[src/rtl/microwave_ctrl.sv]
// microwave_ctrl: cooking-time controller for the microwave.
// Shifts encoder digits into a BCD MM:SS register, sequences
// IDLE/COOK/PAUSE/DONE, counts down on the 1 Hz tick and gates the magnetron.
// Optional build macro KEY_SYNC_EN: adds 2-flop synchronizers on the
// encoder, button and door inputs ahead of edge detection.
module microwave_ctrl #(
  parameter int unsigned DONE_HOLD = 5
) (
  input  logic       clk,
  input  logic       clearn,
  input  logic [3:0] D,
  input  logic       loadn,
  input  logic       pgt,
  input  logic       startn,
  input  logic       stopn,
  input  logic       door_closed,
  input  logic       tick,
  output logic [3:0] sec_ones,
  output logic [3:0] sec_tens,
  output logic [3:0] min_ones,
  output logic [3:0] min_tens,
  output logic       mag_on,
  output logic       done,
  output logic [1:0] state
);

  localparam logic [1:0] ST_IDLE  = 2'b00;
  localparam logic [1:0] ST_COOK  = 2'b01;
  localparam logic [1:0] ST_PAUSE = 2'b10;
  localparam logic [1:0] ST_DONE  = 2'b11;

  localparam logic [3:0] HOLD_LAST = 4'(DONE_HOLD - 1);

  logic pgt_i, loadn_i, startn_i, stopn_i, door_i;

`ifdef KEY_SYNC_EN
  logic [1:0] pgt_sync, loadn_sync, startn_sync, stopn_sync, door_sync;

  // Two-flop synchronizers, reset to the inactive level of each input
  always_ff @(posedge clk or negedge clearn) begin
    if (!clearn) begin
      pgt_sync    <= 2'b00;
      loadn_sync  <= 2'b11;
      startn_sync <= 2'b11;
      stopn_sync  <= 2'b11;
      door_sync   <= 2'b00;
    end else begin
      pgt_sync    <= {pgt_sync[0], pgt};
      loadn_sync  <= {loadn_sync[0], loadn};
      startn_sync <= {startn_sync[0], startn};
      stopn_sync  <= {stopn_sync[0], stopn};
      door_sync   <= {door_sync[0], door_closed};
    end
  end

  assign pgt_i    = pgt_sync[1];
  assign loadn_i  = loadn_sync[1];
  assign startn_i = startn_sync[1];
  assign stopn_i  = stopn_sync[1];
  assign door_i   = door_sync[1];
`else
  assign pgt_i    = pgt;
  assign loadn_i  = loadn;
  assign startn_i = startn;
  assign stopn_i  = stopn;
  assign door_i   = door_closed;
`endif

  logic        pgt_q, startn_q, stopn_q;
  logic        digit_ev, start_ev, stop_ev;
  logic [15:0] cook_time, time_nxt, time_dec;
  logic [1:0]  state_nxt;
  logic [3:0]  hold_cnt, hold_nxt;

  // BCD countdown with borrow; seconds-tens above 5 simply count down linearly
  function automatic logic [15:0] bcd_dec(input logic [15:0] t);
    logic [3:0] mt, mo, st, so;
    {mt, mo, st, so} = t;
    if (so != 4'd0) begin
      so = so - 4'd1;
    end else begin
      so = 4'd9;
      if (st != 4'd0) begin
        st = st - 4'd1;
      end else begin
        st = 4'd5;
        if (mo != 4'd0) begin
          mo = mo - 4'd1;
        end else begin
          mo = 4'd9;
          mt = mt - 4'd1;
        end
      end
    end
    return {mt, mo, st, so};
  endfunction

  assign digit_ev = pgt_i & ~pgt_q & ~loadn_i;
  assign start_ev = ~startn_i & startn_q;
  assign stop_ev  = ~stopn_i & stopn_q;
  assign time_dec = bcd_dec(cook_time);

  // Next state, time and hold count; stop > door open > start > tick > digit
  always_comb begin
    state_nxt = state;
    time_nxt  = cook_time;
    hold_nxt  = hold_cnt;
    case (state)
      ST_IDLE: begin
        if (stop_ev) begin
          time_nxt = 16'h0000;
        end else if (start_ev) begin
          if (cook_time != 16'h0000 && door_i) state_nxt = ST_COOK;
        end else if (digit_ev && D <= 4'd9) begin
          time_nxt = {cook_time[11:0], D};
        end
      end
      ST_COOK: begin
        if (stop_ev || !door_i) begin
          state_nxt = ST_PAUSE;
        end else if (tick) begin
          time_nxt = time_dec;
          if (time_dec == 16'h0000) begin
            state_nxt = ST_DONE;
            hold_nxt  = 4'd0;
          end
        end
      end
      ST_PAUSE: begin
        if (stop_ev) begin
          state_nxt = ST_IDLE;
          time_nxt  = 16'h0000;
        end else if (start_ev && door_i) begin
          state_nxt = ST_COOK;
        end
      end
      default: begin
        if (start_ev || stop_ev) begin
          state_nxt = ST_IDLE;
        end else if (tick) begin
          if (hold_cnt == HOLD_LAST) state_nxt = ST_IDLE;
          else hold_nxt = hold_cnt + 4'd1;
        end
      end
    endcase
  end

  // Edge history, state, time and registered outputs
  always_ff @(posedge clk or negedge clearn) begin
    if (!clearn) begin
      pgt_q     <= 1'b0;
      startn_q  <= 1'b1;
      stopn_q   <= 1'b1;
      state     <= ST_IDLE;
      cook_time <= 16'h0000;
      hold_cnt  <= 4'd0;
      mag_on    <= 1'b0;
      done      <= 1'b0;
    end else begin
      pgt_q     <= pgt_i;
      startn_q  <= startn_i;
      stopn_q   <= stopn_i;
      state     <= state_nxt;
      cook_time <= time_nxt;
      hold_cnt  <= hold_nxt;
      mag_on    <= (state_nxt == ST_COOK);
      done      <= (state_nxt == ST_DONE);
    end
  end

  assign {min_tens, min_ones, sec_tens, sec_ones} = cook_time;

endmodule

[config.mk]
export PLATFORM = sky130hd
export DESIGN_NAME = microwave_ctrl
export DESIGN_NICKNAME = d
export VERILOG_FILES = /design/src/rtl/microwave_ctrl.sv
export SDC_FILE = /design/constraint.sdc
export NUM_CORES = 1
export LEC_CHECK = 0
export CORE_UTILIZATION = 38
export CTS_BUF_LIST = sky130_fd_sc_hd__clkbuf_4 sky130_fd_sc_hd__clkbuf_8 sky130_fd_sc_hd__clkbuf_16
export CTS_CLUSTER_DIAMETER = 50
export DETAILED_ROUTE_END_ITERATION = 12
export HOLD_SLACK_MARGIN = 0.12
export SLEW_MARGIN = 20
export SYNTH_ARGS = -nofsm -noshare
export SYNTH_HDL_FRONTEND = slang
export SYNTH_SLANG_ARGS = --single-unit
[constraint.sdc]
create_clock -name clk -period 2.9 [get_ports clk]
set_input_delay 0.725 -clock clk [delete_from_list [all_inputs] [get_ports clk]]
set_output_delay 0.725 -clock clk [all_outputs]
set_load 0.02 [all_outputs]
==> flow_summary.ini <==
[status]
status = finished clean

[clock_tree]
clkTransAtPathRegs_ns = 0.10
cts_hold_buffers = 0
clockBufferDepth = 2
clk-insertion-delay-late_ns = 0.28
cts_resized = 0
post-cts-setup-buffers = 0
clock_sinks = 27
cts-root-buf = clkbuf_8
cts_tree = done
h-tree-depth = 1
numCtsBuffers = 3

[route]
first_pass_iters = 6
wl_per_cell_um = 15.6
drc = 0
drt-total-wl_um = 4470
ant_nets = 0
vias = 1671
drt_iter0_drc = 123
vias_per_cell = 5.82

[global_routing]
grt_max_degree = 32
antenna_found_initial = 0
grt_overflow = 0
busiest_layer = met1
grt_pass1_vias = 1502
grt_pass1_wl_um = 7490
met3_usage_pct = 1.57
grt_use_met2_pct = 26.8
met1_usage_pct = 29.0
grtUsageTotal_pct = 18.8

[sta]
finClkSkew_ns = 0.00507
maxSlewHeadroom_pct = 54.6
min_period_over_period_pct = 80.1
fin_ws_ns = 0.578
setup_viol = 0
worst_pin_slew_ns = 0.680
hold_viol_final = 0
max_freq_mhz = 431
fin_crit_ns = 2.32
tns_ns = 0
finalHoldWorstSlack_ns = 0.550
drv_slew = 0
rsz0062_at_grt = false

[job]
maxCapViolCount = 0

[floorplanning]
die_area_mm2 = 0.00501
fp.dieH_um = 70.8
num_rows = 24
start_util_pct = 40.5
core_mm2 = 0.00444
ios = 32
die_x_um = 70.8

[worst_setup_path]
cp_top_family = simple AND/OR/NAND/NOR gates
reg2regPathDepth = 6
cp_cell_sequence = or4_4 > nor3_4 > nor2_2 > nor4b_4 > o21bai_2 > mux2_2
critPathRequiredTime_ns = 3.07
startpoint_type = flop
crit_path_top_delay_cell = or4_4
end_kind = flop
crit_arrival_ns = 2.50
r2r-start = cook_time[1]
worst-setup-path-type = flop to flop
crit_buf_inv = 0
cpPeakStageDelay_ns = 0.62
worst-path-max-fanout = 8
critical_path_cell_count = 6
setup.worst_path.start = cook_time[1]

[power_and_ir_drop]
power.total_mw = 2.01
vdd_drop_max_mv = 0.386
power_density_mw_per_mm2 = 907
power.leakage_nw = 0.847

[synth]
synthesis.area_mm2 = 0.00180
seq_area_frac_synth_pct = 37.7
ys_warn_count = 0
synth_top_family_by_area = compound AO/OA/AOI/OAI gates
synth-compound-area-share_pct = 26.7
ys_types = 51
avgSynthCellArea_um2 = 8.73
muxShareOfSynthArea_pct = 1.18
synthSimpleGateAreaFrac_pct = 23.8
ys_seq_elements = 27
synthFlopType = dfrtp_1
syn_nets = 226
synthAdderAreaFrac_pct = 5.57
synthCells = 206
async_reset_ff_share_pct = 100
synth_edf_count = 0
synth_xor_area_share_pct = 0

[layout]
final_cell_area_mm2 = 0.00222
utilization_pct = 49.9
nNetsFinal = 256
n_antenna_cell = 0
areaGrowthSynthToFinish_pct = 23.3
drive_gt1_share_pct = 8.09
fin_cells = 287

[worst_hold_path]
min-delay-start = hold_cnt[3]
hold_class = flop to flop
worstHoldPathCells = 1

[placed_design]
dp_hpwl_um = 3180
dp.cells = 283
routabilityCongestion = 0.783
place_ws_ns = 0.278
io_buffers = 31
dpl_cell_area_mm2 = 0.00217
## path summary, 6_finish.rpt
path                                  to  slack, ns
hold / removal               hold_cnt[3]       0.55
hold reg to reg              hold_cnt[3]       0.55
setup reg to reg             hold_cnt[0]       0.58
setup / recovery             hold_cnt[0]       0.58
min in group asynchronous  cook_time[14]       0.82
max in group asynchronous        stopn_q       1.78
## Yosys cell counts (2+ instances only)
cell type,n,share of area (%)
a22o_1,2,0.97
or4_4,2,1.3
dfstp_2,2,2.9
nand3_1,4,1.1
a22oi_1,7,2.9
nand2_1,8,1.7
nor2b_1,2,0.70
nand4_1,2,0.70
nor4b_1,2,0.97
nor3b_1,3,1.3
inv_1,13,2.7
a311oi_1,2,0.97
nor3_1,6,1.7
dfrtp_1,25,35
and3_1,3,1.0
o21ai_0,19,5.3
a32oi_1,2,0.97
nand3b_1,2,0.83
a31oi_1,2,0.70
nor4_1,5,1.7
and2_1,2,0.70
o211ai_1,2,0.83
ha_1,8,5.6
o2bb2ai_1,2,0.97
a21oi_1,19,5.3
o21ai_1,9,2.5
clkbuf_1,7,1.5
nor2_1,21,4.4
## where the power goes
group	leakage, nW	switching [mW]	total (mW)	internal, mW
Clock	0.0262	0.124	0.232	0.108
Sequential	0.342	0.202	0.686	0.484
Combinational	0.479	0.602	1.09	0.490
Total	0.847	0.928	2.01	1.08
## cell type report
type,instances,area (um^2)
repair buffers,34,345
multi-input cells,157,1030
flip-flops and latches,27,678
clock buffers,4,48.8
inverters,13,48.8
fillers,428,2230
well taps,52,65.1
## cells by family (layout without fill, tap and decap cells)
logic type,after synthesis,after routing
buf+inv,22,51
simple gates,70,70
flops,27,27
fa+ha+maj,8,8
mux,2,2
compound gates,77,77
## sequential cells by signal, indices dropped and copies added (netlist names)
| name | count |
|---|---|
| state | 2 |
| mag_on | 1 |
| done | 1 |
| stopn_q | 1 |
| pgt_q | 1 |
| hold_cnt | 4 |
| startn_q | 1 |
| cook_time | 16 |
## layer usage
metal / vias up / wire (um)
met5: - / 0
li1: 830 / -
met2: 48 / 1900
met3: 7 / 223
met1: 786 / 2260
met4: 0 / 89
## cells in the final DEF (no fill, tap or decap), types with 3 or more instances in the layout
| master | netlist | final |
|---|---|---|
| o21ai_1 | 9 | 9 |
| o21ai_0 | 19 | 19 |
| clkdlybuf4s50_1 | 0 | 31 |
| clkbuf_8 | 0 | 3 |
| nor3b_1 | 3 | 3 |
| a22oi_1 | 7 | 7 |
| nand2_1 | 8 | 8 |
| dfrtp_1 | 25 | 25 |
| nor3_1 | 6 | 6 |
| nor2_1 | 21 | 20 |
| nor4_1 | 5 | 5 |
| a21oi_1 | 19 | 19 |
| inv_1 | 13 | 13 |
| and3_1 | 3 | 3 |
| ha_1 | 8 | 8 |
| nand3_1 | 4 | 4 |
Power figures use the tool's default switching activity.
